`src/rtl/alu_seq_pkg.sv`:
```
// Shared constants for the ALU lane sequencer: op codes, FSM states and
// the bit positions of the {N,Z,V,C} flag nibble.
package alu_seq_pkg;

    localparam logic [2:0] ALU_ADD  = 3'b100;
    localparam logic [2:0] ALU_SUB  = 3'b101;
    localparam logic [2:0] ALU_MUL  = 3'b111;
    localparam logic [2:0] ALU_DIV  = 3'b110;
    localparam logic [2:0] ALU_PASS = 3'b000;

    localparam int FLAG_N = 3;
    localparam int FLAG_Z = 2;
    localparam int FLAG_V = 1;
    localparam int FLAG_C = 0;

    typedef enum logic [1:0] {
        ST_IDLE = 2'd0,
        ST_EXEC = 2'd1,
        ST_RESP = 2'd2
    } seq_state_e;

    function automatic logic [3:0] pack_flags(input logic n, input logic z,
                                              input logic v, input logic c);
        logic [3:0] f;
        f         = '0;
        f[FLAG_N] = n;
        f[FLAG_Z] = z;
        f[FLAG_V] = v;
        f[FLAG_C] = c;
        return f;
    endfunction

endpackage

```
`src/rtl/alu_lane_sequencer.sv`:
```
// Time-multiplexes one scalar ALU over LANES operand lanes: accepts a vector
// request, feeds one lane per cycle to the ALU, and presents the result vector.
//
// Handshakes: a transfer happens on a rising edge where valid && ready are both
// high. The producer holds its payload while valid is high and ready is low;
// req_ready is high only in IDLE, rsp_valid is high only in RESP, and the
// response payload is frozen for the whole RESP interval.
module alu_lane_sequencer
    import alu_seq_pkg::*;
#(
    parameter int WIDTH = 18,
    parameter int LANES = 4
) (
    input  logic                   clk,
    input  logic                   rst_n,
    input  logic                   req_valid,
    output logic                   req_ready,
    input  logic [2:0]             req_op,
    input  logic [LANES*WIDTH-1:0] req_a,
    input  logic [LANES*WIDTH-1:0] req_b,
    output logic [WIDTH-1:0]       alu_a,
    output logic [WIDTH-1:0]       alu_b,
    output logic [2:0]             alu_sel,
    input  logic [WIDTH-1:0]       alu_out,
    input  logic                   alu_n,
    input  logic                   alu_z,
    input  logic                   alu_v,
    input  logic                   alu_c,
    output logic                   rsp_valid,
    input  logic                   rsp_ready,
    output logic [LANES*WIDTH-1:0] rsp_data,
    output logic [LANES*4-1:0]     rsp_flags,
    output logic                   rsp_any_v,
    output logic                   rsp_all_z,
    output seq_state_e             dbg_state
);

    localparam int              CW   = $clog2(LANES);
    localparam logic [CW-1:0]   LAST = CW'(LANES - 1);

    seq_state_e       state;
    seq_state_e       state_nx;
    logic [CW-1:0]    cnt;
    logic [2:0]       op_q;
    logic [WIDTH-1:0] a_q   [LANES];
    logic [WIDTH-1:0] b_q   [LANES];
    logic [WIDTH-1:0] res_q [LANES];
    logic [3:0]       flg_q [LANES];

    logic req_fire;
    logic rsp_fire;

    assign req_fire = req_valid && req_ready;
    assign rsp_fire = rsp_valid && rsp_ready;

    always_ff @(posedge clk or negedge rst_n) begin
        if (!rst_n) begin
            state <= ST_IDLE;
        end else begin
            state <= state_nx;
        end
    end

    always_comb begin
        state_nx  = state;
        req_ready = 1'b0;
        rsp_valid = 1'b0;
        alu_a     = '0;
        alu_b     = '0;
        alu_sel   = ALU_PASS;
        case (state)
            ST_IDLE: begin
                req_ready = 1'b1;
                if (req_valid) begin
                    state_nx = ST_EXEC;
                end
            end
            ST_EXEC: begin
                // ALU operands come only from latched registers and the counter,
                // so live request inputs cannot disturb an operation in flight.
                alu_a   = a_q[cnt];
                alu_b   = b_q[cnt];
                alu_sel = op_q;
                if (cnt == LAST) begin
                    state_nx = ST_RESP;
                end
            end
            ST_RESP: begin
                rsp_valid = 1'b1;
                if (rsp_ready) begin
                    state_nx = ST_IDLE;
                end
            end
            default: begin
                state_nx = ST_IDLE;
            end
        endcase
    end

    always_ff @(posedge clk or negedge rst_n) begin
        if (!rst_n) begin
            cnt  <= '0;
            op_q <= ALU_PASS;
            for (int i = 0; i < LANES; i++) begin
                a_q[i]   <= '0;
                b_q[i]   <= '0;
                res_q[i] <= '0;
                flg_q[i] <= '0;
            end
        end else begin
            if (req_fire) begin
                cnt  <= '0;
                op_q <= req_op;
                for (int i = 0; i < LANES; i++) begin
                    a_q[i] <= req_a[i*WIDTH +: WIDTH];
                    b_q[i] <= req_b[i*WIDTH +: WIDTH];
                end
            end else if (state == ST_EXEC) begin
                res_q[cnt] <= alu_out;
                flg_q[cnt] <= pack_flags(alu_n, alu_z, alu_v, alu_c);
                // Wrap on the last lane so the counter never leaves 0..LANES-1.
                cnt        <= (cnt == LAST) ? '0 : cnt + 1'b1;
            end
        end
    end

    for (genvar i = 0; i < LANES; i++) begin : g_pack
        assign rsp_data[i*WIDTH +: WIDTH] = res_q[i];
        assign rsp_flags[i*4 +: 4]        = flg_q[i];
    end

    always_comb begin
        rsp_any_v = 1'b0;
        rsp_all_z = 1'b1;
        for (int i = 0; i < LANES; i++) begin
            rsp_any_v = rsp_any_v | flg_q[i][FLAG_V];
            rsp_all_z = rsp_all_z & flg_q[i][FLAG_Z];
        end
    end

    assign dbg_state = state;

    logic unused_ok;
    assign unused_ok = rsp_fire;

endmodule

```
`config.mk`:
```
export PLATFORM = sky130hd
export DESIGN_NAME = alu_lane_sequencer
export DESIGN_NICKNAME = d
export VERILOG_FILES = /design/src/rtl/alu_seq_pkg.sv /design/src/rtl/alu_lane_sequencer.sv
export SDC_FILE = /design/constraint.sdc
export NUM_CORES = 1
export LEC_CHECK = 0
export ABC_CLOCK_PERIOD_IN_PS = 2600
export BUFFER_PORTS_ARGS = -buffer_cell sky130_fd_sc_hd__buf_4
export CAP_MARGIN = 5
export CORE_MARGIN = 4
export CORE_UTILIZATION = 42
export CTS_CLUSTER_DIAMETER = 30
export DETAILED_ROUTE_END_ITERATION = 10
export GPL_TIMING_DRIVEN = 1
export PLACE_DENSITY = 0.69
export RECOVER_POWER = 25
export SYNTH_ARGS = -nofsm -noshare
export SYNTH_HDL_FRONTEND = slang
export SYNTH_SLANG_ARGS = --single-unit
```
`constraint.sdc`:
```
create_clock -name clk -period 2.6 [get_ports clk]
set_input_delay 0.26 -clock clk [delete_from_list [all_inputs] [get_ports clk]]
set_output_delay 0.26 -clock clk [all_outputs]
set_load 0.005 [all_outputs]
```
==> results of run 1 <==
[final cells by class]
cell class	instances	area, sq um
Antenna cell	6	15.0
Clock buffer	69	1390
Clock inverter	20	323
Fill cell	1602	7390
Inverter	3	11.3
Multi-Input combinational cell	367	4010
Sequential cell	239	5980
Tap cell	319	399
Timing Repair Buffer	491	4230
[metrics by stage]
| stage | worst slack (ns) | cells |
|---|---|---|
| 4_1_cts | 0.0979 | 1508 |
| 6_report | 0.0992 | 1514 |
| 3_5_place_dp | 0.592 | 1248 |
| 3_3_place_gp | 0.601 | 1248 |
| 2_1_floorplan | 0.720 | 650 |
| 5_1_grt | 0.00151 | 1514 |
[timing repair]
action | 4_1_cts | 5_1_grt
hold buffers | 171 | 0
setup buffers | 0 | 0
hold endpoints to repair | 292 | 0
gates resized for setup | 1 | 0
endpoints found under the setup margin | 1 | 0
[flip-flops by register name, indices dropped and copies added (netlist names)]
name and count:
b_q 72, cnt 2, op_q 3, rsp_data 72, dbg_state 2, rsp_flags 16
a_q 72
[worst min-delay path, stage by stage]
cell and delay, ns:
buf_4 0.09, o21bai_1 0.10, a21oi_1 0.13
[metal layers]
metal | share of wire [%] | wire, um
met1 | 38 | 10900
met2 | 54 | 15300
met3 | 5.0 | 1440
met4 | 3.5 | 1010
met5 | 0 | 0
[cells by family after synthesis]
| family | share of synthesized area (%) |
|---|---|
| mux | 32.8 |
| flops | 58.2 |
| buf+inv | 2.85 |
| compound gates | 4.36 |
| simple gates | 1.35 |
| fa+ha+maj | 0.487 |
[power groups by stage]
stage                     Clock [mW]  Combinational, mW  Sequential (mW)
final                           6.40               8.40             6.72
after global routing            6.74               9.02             6.97
after CTS                       6.52               8.44             6.69
after detailed placement           0               8.17             6.71
after global placement             0               8.05             6.66
after floorplan                    0               4.93             6.53
[how the worst max path moves through the flow]
| stage | endpoint | cells after the start |
|---|---|---|
| floorplan | rsp_data[18] | 7 |
| global placement | alu_a[7] | 4 |
| detailed placement | alu_b[9] | 4 |
| CTS | alu_b[9] | 4 |
| global route | alu_b[9] | 4 |
| finish | alu_b[9] | 4 |
[cells in the mapped netlist, drive strengths merged]
cell | number | share of area (%)
or4 | 1 | 0.073
nand2b | 1 | 0.061
o22ai | 36 | 4.0
dfrtp | 239 | 58
and2 | 3 | 0.18
o21bai | 1 | 0.073
o2bb2ai | 1 | 0.085
and2b | 1 | 0.073
buf | 41 | 2.7
mux2i | 72 | 7.0
and4 | 1 | 0.085
inv | 3 | 0.11
ha | 4 | 0.49
a21oi | 1 | 0.049
nor3b | 1 | 0.12
nor2 | 1 | 0.036
a22o | 1 | 0.085
or3b | 1 | 0.085
mux2 | 235 | 26
nand3b | 5 | 0.63
o21ai | 1 | 0.049
[cell usage in the layout, fill, tap and decap left out, drive strengths merged]
master         n
buf          319
dfrtp        239
mux2         235
dlygate4sd3  171
mux2i         72
clkbuf        70
o22ai         36
clkinv         9
bufinv         8
diode          6
nand3b         5
ha             4
inv            3
and2           3
clkinvlp       3
or3b           1
nor2           1
and2b          1
and4           1
or4            1
nand2b         1
nor3b          1
o21bai         1
a21oi          1
o2bb2ai        1
o21ai          1
a22o           1
==> metrics.txt, run 1 <==
status=complete, but fails checks; violated checks=capacitance limit, slew limit; Final Setup Violations=0; setup tns final=0 ns; CTS tree=built; I/O Buffers=305; fmax=400 MHz; crit path launch=dbg_state[1]; Largest stage delay, worst path=0.52 ns; Avg Cell Area, Syn=around 16 sq um; clock share of power=29.7%; initial antenna violation count=6; CP Data Required Time=2.34 ns; 1st-iter DRT viols=320; R2R Path Start=dbg_state[0]; Ys Warns=0; Clock Skew=0.0112 ns; relative slew slack=-9.08%; crit path DAT=approximately 2.2 ns; synthesized net count=827; CTS H-tree depth=2; cells on worst reg2reg path=4; grt met1 use=approximately 24%; IR drop worst, VDD=793 uV; Syn-to-layout area delta=59.2%; Max-Cap Viols=1; Clk pin slew, worst setup/hold paths=0.04 ns; Logic pwr share=39.0%; Leak=approximately 7.4 nW; Final ANT Viol Nets=0; met2 usage=38.0%; Net Sw Frac=29.8%; largest net degree at the start of global routing=62; Synth Instances=650; register area share after synthesis=58.2%; DR vias=between 7000 and 8000; WHS=0.104 ns; I/O pin total=306; FF-to-FF End=b_q[21]; GPL Wtd Cong=approximately 0.77; Core Box Area=around 24000 sq um; critical path's top delay family=simple AND/OR/NAND/NOR gates; CP Capture Type=output port; cells along the critical path=or3b_2 -> buf_6 -> o22ai_1 -> buf_4; clock tree buffer depth=3; critical path fanouts, max=37; GRT Overall Usage=21.0%; CP Buf/Inv Count=2; DRC viols=0; crit path max-delay cell type=or3b_2; register bit total from synthesis=between 200 and 250; CTS Buf Count=50; vias per inst=4.94; post-route minimum period=2.50 ns; RSZ-0062 raised after global routing=no; Post-DP Area=12900 sq um; first-pass GRT wire length=44.9 mm; Worst Tran Pin Value=around 1.6 ns; Post-DP HPWL=17.4 mm; R2R setup slack=0.64 ns; Skew-Pair Late Insertion Delay=approximately 0.52 ns; drt total wl=28.7 mm; hold crit path type=input pin to register; Worst Hold Path EP=dbg_state[0]; Final Util=about 70%; Slew Limit Fails=59; busiest grt layer=met2; Total Power=21.5 mW; Cell Area, Synth=10300 sq um; row cnt=56; chip width=164 um; starting density of the core=43.3%; CP startpoint kind=register; Int Power=15.1 mW; hold_sp=req_valid; Final #Nets=roughly 1300; critical path class=register to output port; share of cells above drive strength 1=54.6%; Psw=6.42 mW; WHS Path Cells=3; Die Footprint=27000 sq um; Seq pwr share=31.2%; Netlist cell types=27; wire length per cell=18.9 um; met3 Usage GRT=4.44%; Die Span Y=164 um; Hold Fails Final Rpt=0; Tcrit/Tclk final=96.2%; vias in the first global route=between 8000 and 9000; clock sinks=239; GR Overflow Total=0; pwr dens=1310 nW/um^2; root buffer cell=clkbuf_16; post-route cell area=16400 sq um; TritonRoute pass-1 iters=4
Note: power is estimated with default switching activity, not from simulation.
==> run 2, diff against run 1 <==
--- a/config.mk
+++ b/config.mk
@@ -14,7 +14,7 @@
 export DETAILED_ROUTE_END_ITERATION = 10
 export GPL_TIMING_DRIVEN = 1
 export PLACE_DENSITY = 0.69
-export RECOVER_POWER = 25
+export RECOVER_POWER = 100
 export SYNTH_ARGS = -nofsm -noshare
 export SYNTH_HDL_FRONTEND = slang
 export SYNTH_SLANG_ARGS = --single-unit
==> run 2 against run 1 <==
Net effect:
- the run still ends with capacitance limit, slew limit left
- maximum frequency increased by 1.9%
- non-clock buffer count unchanged
- worst hold slack about the same
- die area unchanged
- final cell count unchanged
- clock power about the same
- register-to-register slack got worse by 0.47 ns
- sequential cell count unchanged
- critical endpoint unchanged
==> metrics.txt, run 2 (synthesis results as in run 1) <==
vias per inst=4.95 (+0.23%); root buffer cell=clkbuf_16; Slew Limit Fails=59 (unchanged); largest net degree at the start of global routing=62 (unchanged); GRT Overall Usage=21.0% (unchanged); I/O pin total=306 (unchanged); post-route cell area=15900 sq um (-2.7%); CP Capture Type=output port; Post-DP Area=12900 sq um (unchanged); Largest stage delay, worst path=0.51 ns (about the same); GR Overflow Total=0 (unchanged); drt total wl=28.7 mm (about the same); Final ANT Viol Nets=0 (unchanged); worst setup path endpoint=alu_b[9]; Hold Fails Final Rpt=0 (unchanged); share of cells above drive strength 1=47.9% (-6.7 points); Clock Skew=0.0118 ns (+0.000624 ns); CTS Buf Count=50 (unchanged); Logic pwr share=36.7% (-2.3 points); IR drop worst, VDD=770 uV (-2.9%); Final #Nets=1329 (unchanged); Final Setup Violations=0 (unchanged); critical path fanouts, max=37 (unchanged); Setup Fix Bufs, Post-CTS=0 (unchanged); critical path class=register to output port; fmax=407 MHz (+1.9%); Clk pin slew, worst setup/hold paths=0.05 ns (about the same); clock tree buffer depth=3 (unchanged); R2R setup slack=0.17 ns (-0.47 ns); Net Sw Frac=29.9% (+0.048 points); post-route minimum period=2.45 ns (-0.0466 ns); FF-to-FF End=rsp_data[59]; Skew-Pair Late Insertion Delay=0.52 ns (about the same); CTS H-tree depth=2 (unchanged); cells on worst reg2reg path=3 (-1); row cnt=56 (unchanged); cells along the critical path=or3b_2 -> buf_6 -> o22ai_1 -> clkbuf_1; crit path max-delay cell type=or3b_2; most frequent cells in the layout=dfrtp_1 (238), mux2_2 (213), buf_4 (206), dlygate4sd3_1 (171), mux2i_1 (72); pwr dens=1300 nW/um^2 (-1.1%); TritonRoute pass-1 iters=4 (unchanged); starting density of the core=43.3% (unchanged); CP Data Required Time=2.34 ns (about the same); 1st-iter DRT viols=301 (-5.9%); vias in the first global route=8372 (unchanged); Final Util=67.0% (-1.9 points); Leak=7.15 nW (-3.6%); CTS tree=built; Seq pwr share=32.3% (+1.1 points); Core Box Area=23800 sq um (unchanged); DRC viols=0 (unchanged); GPL Wtd Cong=0.768 (unchanged); crit path DAT=2.19 ns (-0.05 ns); first-pass GRT wire length=44.9 mm (unchanged); clock sinks=239 (unchanged); initial antenna violation count=6 (unchanged); R2R Path Start=cnt[0]; CP startpoint kind=register; crit path launch=dbg_state[1]; most common cell after layout, fill and taps aside=dfrtp_1; setup tns final=0 ns (unchanged); Int Power=14.5 mW (-3.8%); RSZ-0062 raised after global routing=no; Tcrit/Tclk final=94.4% (-1.8 points); status=complete, but fails checks; violated checks=capacitance limit, slew limit; relative slew slack=-8.40% (+0.68 points); Die Footprint=27000 sq um (unchanged); chip width=164 um (unchanged); Worst Tran Pin Value=1.63 ns (-0.0102 ns); wire length per cell=18.9 um (about the same); Psw=6.19 mW (-3.6%); Die Span Y=164 um (unchanged); Syn-to-layout area delta=54.8%; clock share of power=30.9% (+1.2 points); Max-Cap Viols=1 (unchanged); DR vias=7491 (+0.23%); hold crit path type=input pin to register; Post-DP HPWL=17.4 mm (unchanged); I/O Buffers=305 (unchanged); Total Power=20.7 mW (-3.8%)
## run 2: worst max-delay path, delay by kind of cell, from the launching register on
family,cells,cell delay [ns]
and+or+nand+nor,1,0.51
buffers and inverters,2,0.40
DFF,1,0.48
AOI/OAI and AO/OA,1,0.23
## run 2: per-stage QoR
stage                     worst slack (ns)  hold WS, ns  cells
after floorplan                      0.720      -0.0356    650
after global placement               0.601        0.247   1248
after detailed placement             0.592        0.246   1248
after CTS                           0.0979       0.0827   1508
after global routing                0.0110        0.128   1514
final                                0.146        0.104   1514
## run 2: layout make-up
type | count | area [sq um]
Fill cell | 1703 | 7840
Multi-Input combinational cell | 367 | 3800
Antenna cell | 6 | 15.0
Sequential cell | 239 | 5980
Tap cell | 319 | 399
Clock buffer | 69 | 1390
Clock inverter | 20 | 323
Inverter | 3 | 11.3
Timing Repair Buffer | 491 | 3990
## run 2: power by group through the flow
stage | Clock, mW | Combinational, mW | Sequential [mW]
detailed placement | 0 | 8.17 | 6.71
floorplan | 0 | 4.93 | 6.53
global placement | 0 | 8.05 | 6.66
CTS | 6.52 | 8.44 | 6.69
global route | 6.74 | 8.22 | 6.95
finish | 6.41 | 7.60 | 6.70
## run 2: metal layers
layer  wire, um  up-vias  part of all wire [%]  global-route usage [%]
met3       1460       76                   5.1                    4.44
met5          0        -                     0                       0
met1      10900     3802                    38                    24.4
li1           -     3397                     -                       -
met2      15300      216                    53                    38.0
met4        998        0                   3.5                    8.36
## run 2: worst min path at each step
stage	from	endpoint	slack [ns]	cells past startpoint
6_report	req_valid	dbg_state[0]	0.10	3
5_1_grt	req_valid	cnt[0]	0.13	3
4_1_cts	req_valid	dbg_state[0]	0.08	3
3_5_place_dp	rst_n	a_q[52]	0.25	1
3_3_place_gp	rst_n	a_q[39]	0.25	1
2_1_floorplan	rst_n	a_q[0]	-0.04	0
## run 2: what timing repair did
| item | in CTS | in global routing |
|---|---|---|
| endpoints found under the hold margin | 292 | 0 |
| gates resized for setup | 1 | 0 |
| hold buffers | 171 | 0 |
| endpoints found under the setup margin | 1 | 0 |
==> run 3, diff against run 2 <==
--- a/config.mk
+++ b/config.mk
@@ -15,6 +15,7 @@
 export GPL_TIMING_DRIVEN = 1
 export PLACE_DENSITY = 0.69
 export RECOVER_POWER = 100
+export SETUP_SLACK_MARGIN = 0.5
 export SYNTH_ARGS = -nofsm -noshare
 export SYNTH_HDL_FRONTEND = slang
 export SYNTH_SLANG_ARGS = --single-unit
==> run 3 against run 2 <==
Net effect:
- the flow still finishes with violations (capacitance limit, slew limit)
- utilization rose by 2.3 points
- final cell count rose by 0.86%
- combinational power rose by 15%
- power rose by 5.6%
- largest cell class unchanged
==> metrics.txt, run 3 (synthesis results as in run 1) <==
fmax=425 MHz (+4.3%); chip width=164 um (unchanged); critical path class=register to output port; Final ANT Viol Nets=0 (unchanged); WHS Path Cells=3 (unchanged); CP Buf/Inv Count=2 (unchanged); CTS Buf Count=50 (unchanged); Die Span Y=164 um (unchanged); row cnt=56 (unchanged); post-route minimum period=2.35 ns (-0.101 ns); Slew Limit Fails=59 (unchanged); Post-Layout Cell Count=1527 (+0.86%); violated checks=capacitance limit, slew limit; GR Overflow Total=0 (unchanged); CP startpoint kind=register; CP Capture Type=output port; first-pass GRT wire length=46.1 mm (+2.7%); IR drop worst, VDD=742 uV (-3.6%); Total Power=21.9 mW (+5.6%); CTS H-tree depth=2 (unchanged); largest net degree at the start of global routing=62 (unchanged); Inst Count DP=1248 (unchanged); CP Data Required Time=2.34 ns (about the same); Final #Nets=1344 (+1.1%); DRC viols=0 (unchanged); cells on worst reg2reg path=6 (+3); relative slew slack=-9.08% (-0.68 points); I/O pin total=306 (unchanged); initial antenna violation count=4 (-2); pwr dens=1330 nW/um^2 (+2.2%); most common cell after layout, fill and taps aside=dfrtp_1; post-route cell area=16500 sq um (+3.4%); share of cells above drive strength 1=51.0% (+3.1 points); DR vias=7650 (+2.1%); root buffer cell=clkbuf_16; GPL Wtd Cong=0.768 (unchanged); critical path's top delay family=simple AND/OR/NAND/NOR gates; cells along the critical path=or3b_1 -> buf_12 -> o22ai_1 -> buf_4; critical path fanouts, max=10 (-73%); Clock Skew=0.0106 ns (-0.00123 ns); I/O Buffers=305 (unchanged); TritonRoute pass-1 iters=4 (unchanged); Tcrit/Tclk final=90.5% (-3.9 points); drt total wl=30.7 mm (+7.0%); Leak=7.32 nW (+2.5%); setup tns final=0 ns (unchanged); most frequent cells in the layout=dfrtp_1 (236), mux2_2 (213), buf_4 (196), dlygate4sd3_1 (171), clkbuf_1 (69); status=complete, but fails checks; Worst Tran Pin Value=1.64 ns (+0.0102 ns); Clk pin slew, worst setup/hold paths=0.04 ns (about the same); Hold Fails Final Rpt=0 (unchanged); clock sinks=239 (unchanged); crit path DAT=2.09 ns (-0.10 ns); Skew-Pair Late Insertion Delay=0.52 ns (about the same); crit path max-delay cell type=or3b_1; Die Footprint=27000 sq um (unchanged); Syn-to-layout area delta=60.1%; hold crit path type=input pin to register; 1st-iter DRT viols=308 (+2.3%); Final Util=69.3% (+2.3 points); Post-DP HPWL=17.4 mm (unchanged); clock tree buffer depth=3 (unchanged); starting density of the core=43.3% (unchanged); Post-DP Area=12900 sq um (unchanged); WP depth=4 (unchanged); Final Setup Violations=0 (unchanged); pre-CTS setup slack=0.592 ns (unchanged); RSZ-0062 raised after global routing=yes; vias in the first global route=8466 (+1.1%); Max-Cap Viols=1 (unchanged); CTS tree=built; vias per inst=5.01 (+1.3%); GRT Overall Usage=21.8% (+0.74 points); Worst Setup Slack, final=0.247 ns (+0.101 ns); Largest stage delay, worst path=0.60 ns (+0.09 ns); Core Box Area=23800 sq um (unchanged); wire length per cell=20.1 um (+6.1%); WHS=0.105 ns (+0.00153 ns)
[run 3: cell types whose count changed in the layout (fill, tap and decap cells not counted), sizes merged]
cell	change
clkbuf	+14
diode	-2
buf	+1
[run 3: worst reg2reg max path: cells and delay by family, from the launching register on]
| family | cells | cell delay [ns] |
|---|---|---|
| DFF | 1 | 0.40 |
| buffers and inverters | 4 | 1.06 |
| and+or+nand+nor | 1 | 0.23 |
| muxes | 1 | 0.45 |
[run 3: layer usage]
layer	up-vias	track usage [%]	wire length, um
li1	3436	-	-
met1	3898	25.3	11700
met2	234	39.5	16300
met3	82	4.47	1560
met4	0	8.43	1040
met5	-	0	0
[run 3: worst paths after layout]
path,from,to,slack (ns)
hold / removal,req_valid,cnt[0],0.11
min in group asynchronous,rst_n,a_q[16],0.70
setup / recovery,cnt[0],alu_a[12],0.25
hold reg to reg,a_q[57],a_q[57],0.49
setup reg to reg,dbg_state[1],b_q[21],0.34
max in group asynchronous,rst_n,dbg_state[1],0.72
[run 3: area by class of cell]
type / count / area, sq um
multi-input combinational: 367 / 4060
timing repair buffer: 506 / 4270
fill: 1618 / 7300
antenna: 4 / 10.0
inverter: 3 / 11.3
tap: 319 / 399
sequential: 239 / 5990
clock buffer: 69 / 1390
clock inverter: 20 / 323
[run 3: report_power, final]
group	leakage, nW	switching, mW	internal, mW
Combinational	3.68	3.80	4.95
Sequential	2.81	1.03	5.68
Clock	0.833	1.92	4.49
Total	7.32	6.75	15.1
[run 3: timing repair]
action,CTS,global route
endpoints found under the hold margin,292,0
resized for setup,17,16
hold buffers,171,0
pin swaps,1,1
setup buffers,3,5
gates cloned,3,4
endpoints found under the setup margin,36,93
